[config.mk]
export PLATFORM = sky130hd
export DESIGN_NAME = multicycle_control_flat
export DESIGN_NICKNAME = d
export VERILOG_FILES = /design/src/rtl/ctrl_pkg.sv /design/src/rtl/multicycle_control_if.sv /design/src/rtl/inst_class_decoder.sv /design/src/rtl/multicycle_control.sv /design/src/flat_wrapper.sv
export SDC_FILE = /design/constraint.sdc
export NUM_CORES = 1
export LEC_CHECK = 0
export ABC_CLOCK_PERIOD_IN_PS = 1940
export CAP_MARGIN = 0
export CELL_PAD_IN_SITES_DETAIL_PLACEMENT = 0
export CELL_PAD_IN_SITES_GLOBAL_PLACEMENT = 1
export CORE_UTILIZATION = 25
export DETAILED_ROUTE_END_ITERATION = 10
export GPL_ROUTABILITY_DRIVEN = 0
export HOLD_SLACK_MARGIN = 0.08
export PLACE_DENSITY = 0.66
export SYNTH_ARGS = -nofsm -noshare
export SYNTH_HDL_FRONTEND = slang
export SYNTH_HIERARCHICAL = 1
export SYNTH_SLANG_ARGS = --single-unit
export TNS_END_PERCENT = 50
[constraint.sdc]
create_clock -name Clk -period 1.94 [get_ports Clk]
set_input_delay 0.388 -clock Clk [delete_from_list [all_inputs] [get_ports Clk]]
set_output_delay 0.388 -clock Clk [all_outputs]
set_load 0.01 [all_outputs]
[src/rtl/ctrl_pkg.sv]
// ctrl_pkg: shared types for the multi-cycle instruction controller.
//   opcode_t    : 4-bit opcode encoding (OP_AND .. OP_HALT)
//   state_t     : controller sequencing states
//   op_class_t  : execution class an opcode belongs to
//   ctrl_word_t : registered control word produced in DECODE
//   class_word  : helper that expands a class into its control word
package ctrl_pkg;

  typedef enum logic [3:0] {
    OP_AND  = 4'h0,
    OP_OR   = 4'h1,
    OP_ADD  = 4'h2,
    OP_SUB  = 4'h3,
    OP_XOR  = 4'h4,
    OP_SHL  = 4'h5,
    OP_SHR  = 4'h6,
    OP_CMP  = 4'h7,
    OP_MOV  = 4'h8,
    OP_BEQ  = 4'h9,
    OP_BNE  = 4'hA,
    OP_BLT  = 4'hB,
    OP_JMP  = 4'hC,
    OP_ST   = 4'hD,
    OP_LD   = 4'hE,
    OP_HALT = 4'hF
  } opcode_t;

  typedef enum logic [2:0] {
    S_IDLE   = 3'd0,
    S_FETCH  = 3'd1,
    S_DECODE = 3'd2,
    S_EXEC   = 3'd3,
    S_MEM    = 3'd4,
    S_WB     = 3'd5,
    S_HALTED = 3'd6
  } state_t;

  typedef enum logic [2:0] {
    CL_ALU = 3'd0,
    CL_CMP = 3'd1,
    CL_BR  = 3'd2,
    CL_JMP = 3'd3,
    CL_LD  = 3'd4,
    CL_ST  = 3'd5,
    CL_HLT = 3'd6,
    CL_NOP = 3'd7
  } op_class_t;

  typedef struct packed {
    op_class_t cls;
    logic      reg0_write;
    logic      gpr_write;
    logic      mem_to_reg;
    logic      write_mem;
  } ctrl_word_t;

  localparam ctrl_word_t CW_NOP = '{cls: CL_NOP, reg0_write: 1'b0, gpr_write: 1'b0,
                                    mem_to_reg: 1'b0, write_mem: 1'b0};

  // Only ALU results and loads reach the register file; both write the
  // accumulator and the addressed general-purpose register together.
  function automatic ctrl_word_t class_word(input op_class_t c);
    ctrl_word_t w;
    w.cls        = c;
    w.reg0_write = (c == CL_ALU) || (c == CL_LD);
    w.gpr_write  = (c == CL_ALU) || (c == CL_LD);
    w.mem_to_reg = (c == CL_LD);
    w.write_mem  = (c == CL_ST);
    return w;
  endfunction

endpackage

[src/rtl/multicycle_control_if.sv]
// multicycle_control_if: bundle between the controller and the core.
//   Start, Inst, MemReady, BranchTaken : core -> controller
//   strobes, IR, Done, Fault, InstCount: controller -> core
//   dbg_state                           : current controller state
// master = controller side, slave = core/datapath side.
//
// Handshakes: MemReq is the request (valid) and MemReady the completion
// (ready). MemReq stays high every MEM cycle with WriteMem stable until a
// cycle in which MemReady is also high; that cycle completes the access.
// MemReady is ignored when MemReq is low. Start is a level sampled only
// while idle or halted.
interface multicycle_control_if #(
  parameter int INST_W = 9,
  parameter int CNT_W  = 16
);
  logic              Start;
  logic [INST_W-1:0] Inst;
  logic              MemReady;
  logic              BranchTaken;

  logic              InstLoad;
  logic [INST_W-1:0] IR;
  logic              Reg0Write;
  logic              GenPurpRegWrite;
  logic              FlagWrite;
  logic              MemReq;
  logic              WriteMem;
  logic              MemToReg;
  logic              PcEn;
  logic              PcSrc;
  logic              Done;
  logic              Fault;
  logic [CNT_W-1:0]  InstCount;
  ctrl_pkg::state_t  dbg_state;

  modport master (
    input  Start, Inst, MemReady, BranchTaken,
    output InstLoad, IR, Reg0Write, GenPurpRegWrite, FlagWrite, MemReq,
           WriteMem, MemToReg, PcEn, PcSrc, Done, Fault, InstCount, dbg_state
  );

  modport slave (
    output Start, Inst, MemReady, BranchTaken,
    input  InstLoad, IR, Reg0Write, GenPurpRegWrite, FlagWrite, MemReq,
           WriteMem, MemToReg, PcEn, PcSrc, Done, Fault, InstCount, dbg_state
  );
endinterface

[src/rtl/inst_class_decoder.sv]
// inst_class_decoder: purely combinational opcode -> control word mapping.
//   opcode : instruction opcode field (OPC_W bits, OPC_W >= 4)
//   cw     : control word for that opcode
// Opcodes above 4'hF (only possible when OPC_W > 4) are undefined and
// decode as NOP, which the controller retires straight out of EXEC.
module inst_class_decoder
  import ctrl_pkg::*;
#(
  parameter int OPC_W = 4
) (
  input  logic [OPC_W-1:0] opcode,
  output ctrl_word_t       cw
);

  logic      defined;
  op_class_t cls;

  generate
    if (OPC_W > 4) begin : g_wide
      assign defined = ~|opcode[OPC_W-1:4];
    end else begin : g_narrow
      assign defined = 1'b1;
    end
  endgenerate

  always_comb begin
    cls = CL_NOP;
    if (defined) begin
      case (opcode_t'(opcode[3:0]))
        OP_AND, OP_OR, OP_ADD, OP_SUB,
        OP_XOR, OP_SHL, OP_SHR, OP_MOV: cls = CL_ALU;
        OP_CMP:                         cls = CL_CMP;
        OP_BEQ, OP_BNE, OP_BLT:         cls = CL_BR;
        OP_JMP:                         cls = CL_JMP;
        OP_ST:                          cls = CL_ST;
        OP_LD:                          cls = CL_LD;
        OP_HALT:                        cls = CL_HLT;
        default:                        cls = CL_NOP;
      endcase
    end
    cw = class_word(cls);
  end

endmodule

[src/rtl/multicycle_control.sv]
// multicycle_control: multi-cycle instruction sequencer.
//   Clk     : rising-edge clock
//   Reset_n : synchronous active-low reset
//   bus     : multicycle_control_if.master (instruction in, control
//             strobes, IR, Done/Fault, retired count, state out)
// Instructions step through FETCH/DECODE/EXEC[/MEM][/WB]. Strobes are
// decoded combinationally from the current state and the control word
// registered in DECODE. A retire cycle pulses PcEn, bumps InstCount and
// returns to FETCH. HALT parks in HALTED with Done; a memory access that
// waits MEM_TIMEOUT cycles parks in HALTED with Fault.
module multicycle_control
  import ctrl_pkg::*;
#(
  parameter int INST_W      = 9,
  parameter int OPC_W       = 4,
  parameter int CNT_W       = 16,
  parameter int MEM_TIMEOUT = 8
) (
  input logic                 Clk,
  input logic                 Reset_n,
  multicycle_control_if.master bus
);

  localparam int WAIT_W = (MEM_TIMEOUT > 0) ? $clog2(MEM_TIMEOUT + 1) : 1;

  state_t            state, next_state;
  logic [INST_W-1:0] ir;
  ctrl_word_t        cw, cw_dec;
  logic [WAIT_W-1:0] wait_cnt;
  logic [CNT_W-1:0]  inst_count;
  logic              done, fault;

  logic inst_load, reg0_write, gpr_write, flag_write;
  logic mem_req, write_mem, mem_to_reg, pc_en, pc_src;
  logic retire, wait_inc, timed_out;
  logic set_done, set_fault, clr_flags, clr_count;

  inst_class_decoder #(.OPC_W(OPC_W)) u_dec (
    .opcode (ir[INST_W-1 -: OPC_W]),
    .cw     (cw_dec)
  );

  // A zero timeout disables the fault path entirely.
  assign timed_out = (MEM_TIMEOUT != 0) && (wait_cnt == WAIT_W'(MEM_TIMEOUT));

  always_comb begin
    next_state = state;
    inst_load  = 1'b0;
    reg0_write = 1'b0;
    gpr_write  = 1'b0;
    flag_write = 1'b0;
    mem_req    = 1'b0;
    write_mem  = 1'b0;
    mem_to_reg = 1'b0;
    pc_en      = 1'b0;
    pc_src     = 1'b0;
    retire     = 1'b0;
    wait_inc   = 1'b0;
    set_done   = 1'b0;
    set_fault  = 1'b0;
    clr_flags  = 1'b0;
    clr_count  = 1'b0;

    case (state)
      S_IDLE: begin
        if (bus.Start) begin
          next_state = S_FETCH;
          clr_count  = 1'b1;
          clr_flags  = 1'b1;
        end
      end
      S_FETCH: begin
        inst_load  = 1'b1;
        next_state = S_DECODE;
      end
      S_DECODE: begin
        // Decoder output is looked at directly here because cw is only
        // loaded at the end of this cycle.
        if (cw_dec.cls == CL_HLT) begin
          next_state = S_HALTED;
          set_done   = 1'b1;
        end else begin
          next_state = S_EXEC;
        end
      end
      S_EXEC: begin
        case (cw.cls)
          CL_ALU:        next_state = S_WB;
          CL_CMP: begin
            flag_write = 1'b1;
            retire     = 1'b1;
          end
          CL_BR: begin
            pc_src = bus.BranchTaken;
            retire = 1'b1;
          end
          CL_JMP: begin
            pc_src = 1'b1;
            retire = 1'b1;
          end
          CL_LD, CL_ST:  next_state = S_MEM;
          default:       retire = 1'b1;  // undefined opcode: NOP
        endcase
      end
      S_MEM: begin
        mem_req   = 1'b1;
        write_mem = cw.write_mem;
        // Completion on the timeout cycle still counts as success.
        if (bus.MemReady) begin
          if (cw.cls == CL_ST) retire = 1'b1;
          else                 next_state = S_WB;
        end else if (timed_out) begin
          next_state = S_HALTED;
          set_fault  = 1'b1;
        end else begin
          wait_inc = 1'b1;
        end
      end
      S_WB: begin
        reg0_write = cw.reg0_write;
        gpr_write  = cw.gpr_write;
        mem_to_reg = cw.mem_to_reg;
        retire     = 1'b1;
      end
      S_HALTED: begin
        // PC was never advanced past the HALT, so resuming re-fetches it.
        if (bus.Start) begin
          next_state = S_FETCH;
          clr_flags  = 1'b1;
        end
      end
      default: next_state = S_IDLE;
    endcase

    if (retire) begin
      pc_en      = 1'b1;
      next_state = S_FETCH;
    end
  end

  always_ff @(posedge Clk) begin
    if (!Reset_n) begin
      state      <= S_IDLE;
      ir         <= '0;
      cw         <= CW_NOP;
      wait_cnt   <= '0;
      inst_count <= '0;
      done       <= 1'b0;
      fault      <= 1'b0;
    end else begin
      state <= next_state;
      if (inst_load) ir <= bus.Inst;
      if (state == S_DECODE) cw <= cw_dec;
      // Counter only runs across consecutive stalled MEM cycles, so it is
      // already zero whenever a new access begins.
      wait_cnt <= wait_inc ? wait_cnt + 1'b1 : '0;
      if (clr_count)  inst_count <= '0;
      else if (pc_en) inst_count <= inst_count + 1'b1;
      if (clr_flags) begin
        done  <= 1'b0;
        fault <= 1'b0;
      end
      if (set_done)  done  <= 1'b1;
      if (set_fault) fault <= 1'b1;
    end
  end

  assign bus.InstLoad        = inst_load;
  assign bus.IR              = ir;
  assign bus.Reg0Write       = reg0_write;
  assign bus.GenPurpRegWrite = gpr_write;
  assign bus.FlagWrite       = flag_write;
  assign bus.MemReq          = mem_req;
  assign bus.WriteMem        = write_mem;
  assign bus.MemToReg        = mem_to_reg;
  assign bus.PcEn            = pc_en;
  assign bus.PcSrc           = pc_src;
  assign bus.Done            = done;
  assign bus.Fault           = fault;
  assign bus.InstCount       = inst_count;
  assign bus.dbg_state       = state;

endmodule

[src/flat_wrapper.sv]
// flat-port wrapper written by rule: the top's interface ports become plain ports
module multicycle_control_flat import ctrl_pkg::*;
#(
  parameter int INST_W      = 9,
  parameter int OPC_W       = 4,
  parameter int CNT_W       = 16,
  parameter int MEM_TIMEOUT = 8
)
  (Clk, Reset_n, bus_Start, bus_Inst, bus_MemReady, bus_BranchTaken, bus_InstLoad, bus_IR, bus_Reg0Write, bus_GenPurpRegWrite, bus_FlagWrite, bus_MemReq, bus_WriteMem, bus_MemToReg, bus_PcEn, bus_PcSrc, bus_Done, bus_Fault, bus_InstCount, bus_dbg_state);
  multicycle_control_if #(.INST_W(INST_W), .CNT_W(CNT_W)) bus_i ();
  input logic Clk;
  input logic Reset_n;
  input wire logic [$bits(bus_i.Start)-1:0] bus_Start;
  input wire logic [$bits(bus_i.Inst)-1:0] bus_Inst;
  input wire logic [$bits(bus_i.MemReady)-1:0] bus_MemReady;
  input wire logic [$bits(bus_i.BranchTaken)-1:0] bus_BranchTaken;
  output wire logic [$bits(bus_i.InstLoad)-1:0] bus_InstLoad;
  output wire logic [$bits(bus_i.IR)-1:0] bus_IR;
  output wire logic [$bits(bus_i.Reg0Write)-1:0] bus_Reg0Write;
  output wire logic [$bits(bus_i.GenPurpRegWrite)-1:0] bus_GenPurpRegWrite;
  output wire logic [$bits(bus_i.FlagWrite)-1:0] bus_FlagWrite;
  output wire logic [$bits(bus_i.MemReq)-1:0] bus_MemReq;
  output wire logic [$bits(bus_i.WriteMem)-1:0] bus_WriteMem;
  output wire logic [$bits(bus_i.MemToReg)-1:0] bus_MemToReg;
  output wire logic [$bits(bus_i.PcEn)-1:0] bus_PcEn;
  output wire logic [$bits(bus_i.PcSrc)-1:0] bus_PcSrc;
  output wire logic [$bits(bus_i.Done)-1:0] bus_Done;
  output wire logic [$bits(bus_i.Fault)-1:0] bus_Fault;
  output wire logic [$bits(bus_i.InstCount)-1:0] bus_InstCount;
  output wire logic [$bits(bus_i.dbg_state)-1:0] bus_dbg_state;
  assign bus_i.Start = bus_Start;
  assign bus_i.Inst = bus_Inst;
  assign bus_i.MemReady = bus_MemReady;
  assign bus_i.BranchTaken = bus_BranchTaken;
  assign bus_InstLoad = bus_i.InstLoad;
  assign bus_IR = bus_i.IR;
  assign bus_Reg0Write = bus_i.Reg0Write;
  assign bus_GenPurpRegWrite = bus_i.GenPurpRegWrite;
  assign bus_FlagWrite = bus_i.FlagWrite;
  assign bus_MemReq = bus_i.MemReq;
  assign bus_WriteMem = bus_i.WriteMem;
  assign bus_MemToReg = bus_i.MemToReg;
  assign bus_PcEn = bus_i.PcEn;
  assign bus_PcSrc = bus_i.PcSrc;
  assign bus_Done = bus_i.Done;
  assign bus_Fault = bus_i.Fault;
  assign bus_InstCount = bus_i.InstCount;
  assign bus_dbg_state = bus_i.dbg_state;
  multicycle_control #(.INST_W(INST_W), .OPC_W(OPC_W), .CNT_W(CNT_W), .MEM_TIMEOUT(MEM_TIMEOUT)) u_core (.Clk(Clk), .Reset_n(Reset_n), .bus(bus_i));
endmodule
==> out/metrics.yaml, run 1 <==
synth_nets: 267
die_x_um: 94.4
synthXorXnorAreaFrac_pct: 6.92
crit_slowest_cell: "dfxtp_4"
ys_seq_area_share_pct: 38.5
finalPower_mw: 2.65
initial_core_util_pct: 25.9
cts_sinks: 41
cts_buffer_depth: 2
core_um2: 8220
netlist_instances: 248
synth_fa_ha_area_share_pct: 2.93
drt_first_pass_iters: 4
rsz0062_at_grt: "false"
final_util_pct: 37.7
outcome: "complete, no violations"
worst-endpoint-required_ns: 1.55
dp.cells: 426
slew_violations: 0
max_slew_margin_pct: 79.2
routed_wl_um: 5100
crit_path_end_kind: "output pin"
worstSetupPathType: "flip-flop to output pin"
drt-vias-per-instance: 4.49
drive_gt1_share_pct: 18.9
vias: 1943
cp_data_arrival_time_ns: 1.48
cts-root-buf: "clkbuf_8"
die_y_um: 94.4
n_fill_cell: 847
ys.flop_type: "dfxtp_1"
synthSimpleGateAreaFrac_pct: 28.8
synth_compound_area_share_pct: 14.6
grt_max_degree: 22
ant_nets: 0
fin_skew_ns: 0.0109
final_hold_viol_count: 0
clk_pin_slew_ns: 0.08
worstSetupStartpointType: "flip-flop"
synth_top_family_by_area: "simple AND/OR/NAND/NOR gates"
synth_edf_count: 0
worstSkewPairLatency_ns: 0.30
cts_max_level: 2
setup_tns_ns: 0
post_cts_buffers: 0
pin_count: 53
antenna_found_initial: 0
worst_pin_slew_ns: 0.311
area_growth_pct: 45.4
critical-path-top-delay-family: "buffers and inverters"
dieArea_um2: 8900
grt_usage_pct: 12.3
routedWlPerCell_um: 11.8
postCtsHoldBufs: 0
route.detailed.drc: 0
max_cap_violations: 0
io_buffers: 52
yosysUniqueCellTypes: 47
grt_pass1_wl_um: 8520
synth_area_per_cell_um2: 8.60
first_iter_violations: 75
fin_cells: 433
fmax_mhz: 535
cp_slowest_stage_delay_ns: 0.37
worstPathCellList: "buf_4 -> nor2b_4 -> buf_6 -> and3_1 -> dlygate4sd2_1"
cp_max_fo: 6
hold_class: "flip-flop to flip-flop"
period_share_pct: 96.3
n_antenna_cell: 0
cp_num_buf_inv: 3
ys_seq_elements: 41
ys_async_sr_fraction_pct: 0
cts_tree: "yes"
rows: 33
total_leakage_power_nw: 1.13
yosysWarningCount: 6
syn_area_um2: 2130
dp_hpwl_um: 3880
final-setup-viol-count: 0
grt_pass1_vias: 1814
whs_ns: 0.467
peakVddDrop_v: 0.000395
power_density_nw_per_um2: 854
grt-ovfl-total: 0
synthMuxAreaShare_pct: 3.29
final.min_clock_period_ns: 1.87
nets: 347
cts_buffers: 5
sequential cells by signal, summed over array words and instances (netlist names):
signal / cells
u_core/bus.InstCount: 16
u_core/cw: 7
u_core/bus.Fault: 1
u_core/bus.dbg_state: 3
u_core/wait_cnt: 4
u_core/bus.IR: 9
u_core/bus.Done: 1
metal layers:
| metal | part of all wire [%] | GRT usage (%) | vias up | routed length (µm) |
|---|---|---|---|---|
| met5 | 0 | 0 | - | 0 |
| met4 | 1.8 | 5.13 | 0 | 94 |
| met3 | 4.7 | 3.38 | 6 | 240 |
| met2 | 46 | 19.9 | 46 | 2360 |
| met1 | 47 | 15.4 | 884 | 2410 |
| li1 | - | - | 1007 | - |
cell type report:
class	count	area (µm²)	share of cell area, %
multi-input cells	185	1220	39.5
well taps	105	131	4.24
clock buffers	5	68.8	2.22
repair buffers	84	769	24.8
flip-flops and latches	41	830	26.8
clock inverters	2	35.0	1.13
inverters	11	41.3	1.33
power by group:
part	internal, mW	total [mW]	switching (mW)
clock network	0.374	0.678	0.303
registers	0.934	1.02	0.0894
logic	0.492	0.947	0.455
repair_timing:
item	CTS	global route
endpoints found under the hold margin	0	0
setup endpoints to repair	10	7
gates resized for setup	18	14
pin swaps	1	2
cell usage after synthesis, types with 3 or more instances:
cell type,count,area [µm²]
nor2b_1,8,50.1
or3_1,3,18.8
and4_1,4,35.0
nand3_1,8,40.0
nor2_1,28,105
buf_2,4,20.0
a21boi_0,12,90.1
nand4_1,4,25.0
inv_1,10,37.5
dfxtp_1,41,821
clkbuf_1,3,11.3
nand4b_1,3,26.3
a21oi_1,11,55.1
o21ai_0,4,20.0
buf_4,3,22.5
nand2_1,36,135
mux2i_1,7,70.1
ha_1,5,62.6
xnor2_1,14,123
a211oi_2,4,50.1
and3_1,5,31.3
cell families (layout without fill, tap and decap cells):
logic type | Yosys count | in the layout
mux | 7 | 7
fa+ha+maj | 5 | 5
buf+inv | 22 | 102
compound gates | 40 | 40
xor+xnor | 16 | 16
flops | 41 | 41
simple gates | 117 | 117
metrics by stage:
stage          setup WS [ns]  instance area, µm²
6_report              0.0714                3100
5_1_grt              0.00225                3100
4_1_cts              -0.0762                3090
3_5_place_dp          -0.294                2980
3_3_place_gp          -0.287                2980
2_1_floorplan          0.277                2130
path summary, 6_finish.rpt:
path | depth (start not counted) | start | endpoint | slack (ns)
max reg2reg | 6 | u_core/bus.dbg_state[1]$_SDFFE_PP0P_ | u_core/bus.InstCount[15]$_SDFFE_PP0P_ | 0.27
min | 2 | u_core/bus.IR[2]$_SDFFE_PN0P_ | u_core/bus.IR[2]$_SDFFE_PN0P_ | 0.47
min reg2reg | 2 | u_core/bus.IR[2]$_SDFFE_PN0P_ | u_core/bus.IR[2]$_SDFFE_PN0P_ | 0.47
max | 5 | u_core/bus.dbg_state[1]$_SDFFE_PP0P_ | bus_GenPurpRegWrite | 0.07
worst reg2reg max path, delay by kind of cell, from the launching register on:
family                 cells  cell delay, ns
AO/OA/AOI/OAI              4            0.76
XOR/XNOR                   1            0.23
buffers and inverters      1            0.21
flip-flops                 1            0.37
cells in the final DEF (no fill, tap or decap), drive strengths merged, types with 2 or more instances in the layout:
cell type and instances:
and4 4, o21ai 4, dfxtp 41, and2 4, a211oi 5, clkdlybuf4s50 42, nor2b 9, nor3 2
nand4 5, xnor2 14, mux2i 7, a311oi 2, or3 3, and3 5, a21oi 11, nor2 29
nor3b 2, nand3 8, nand3b 2, nand4b 3, buf 33, clkbuf 7, ha 5, inv 10
clkdlybuf4s15 3, xor2 2, clkinv 2, a21boi 12, nand2 36, dlygate4sd2 4
(Power assumes the default switching activity.)
==> run 2: changes to the inputs <==
Settings changed: CAP_MARGIN 0 to 30.
==> results of run 2 <==
The final DEF is identical to that of run 1; final timing and power are the same.
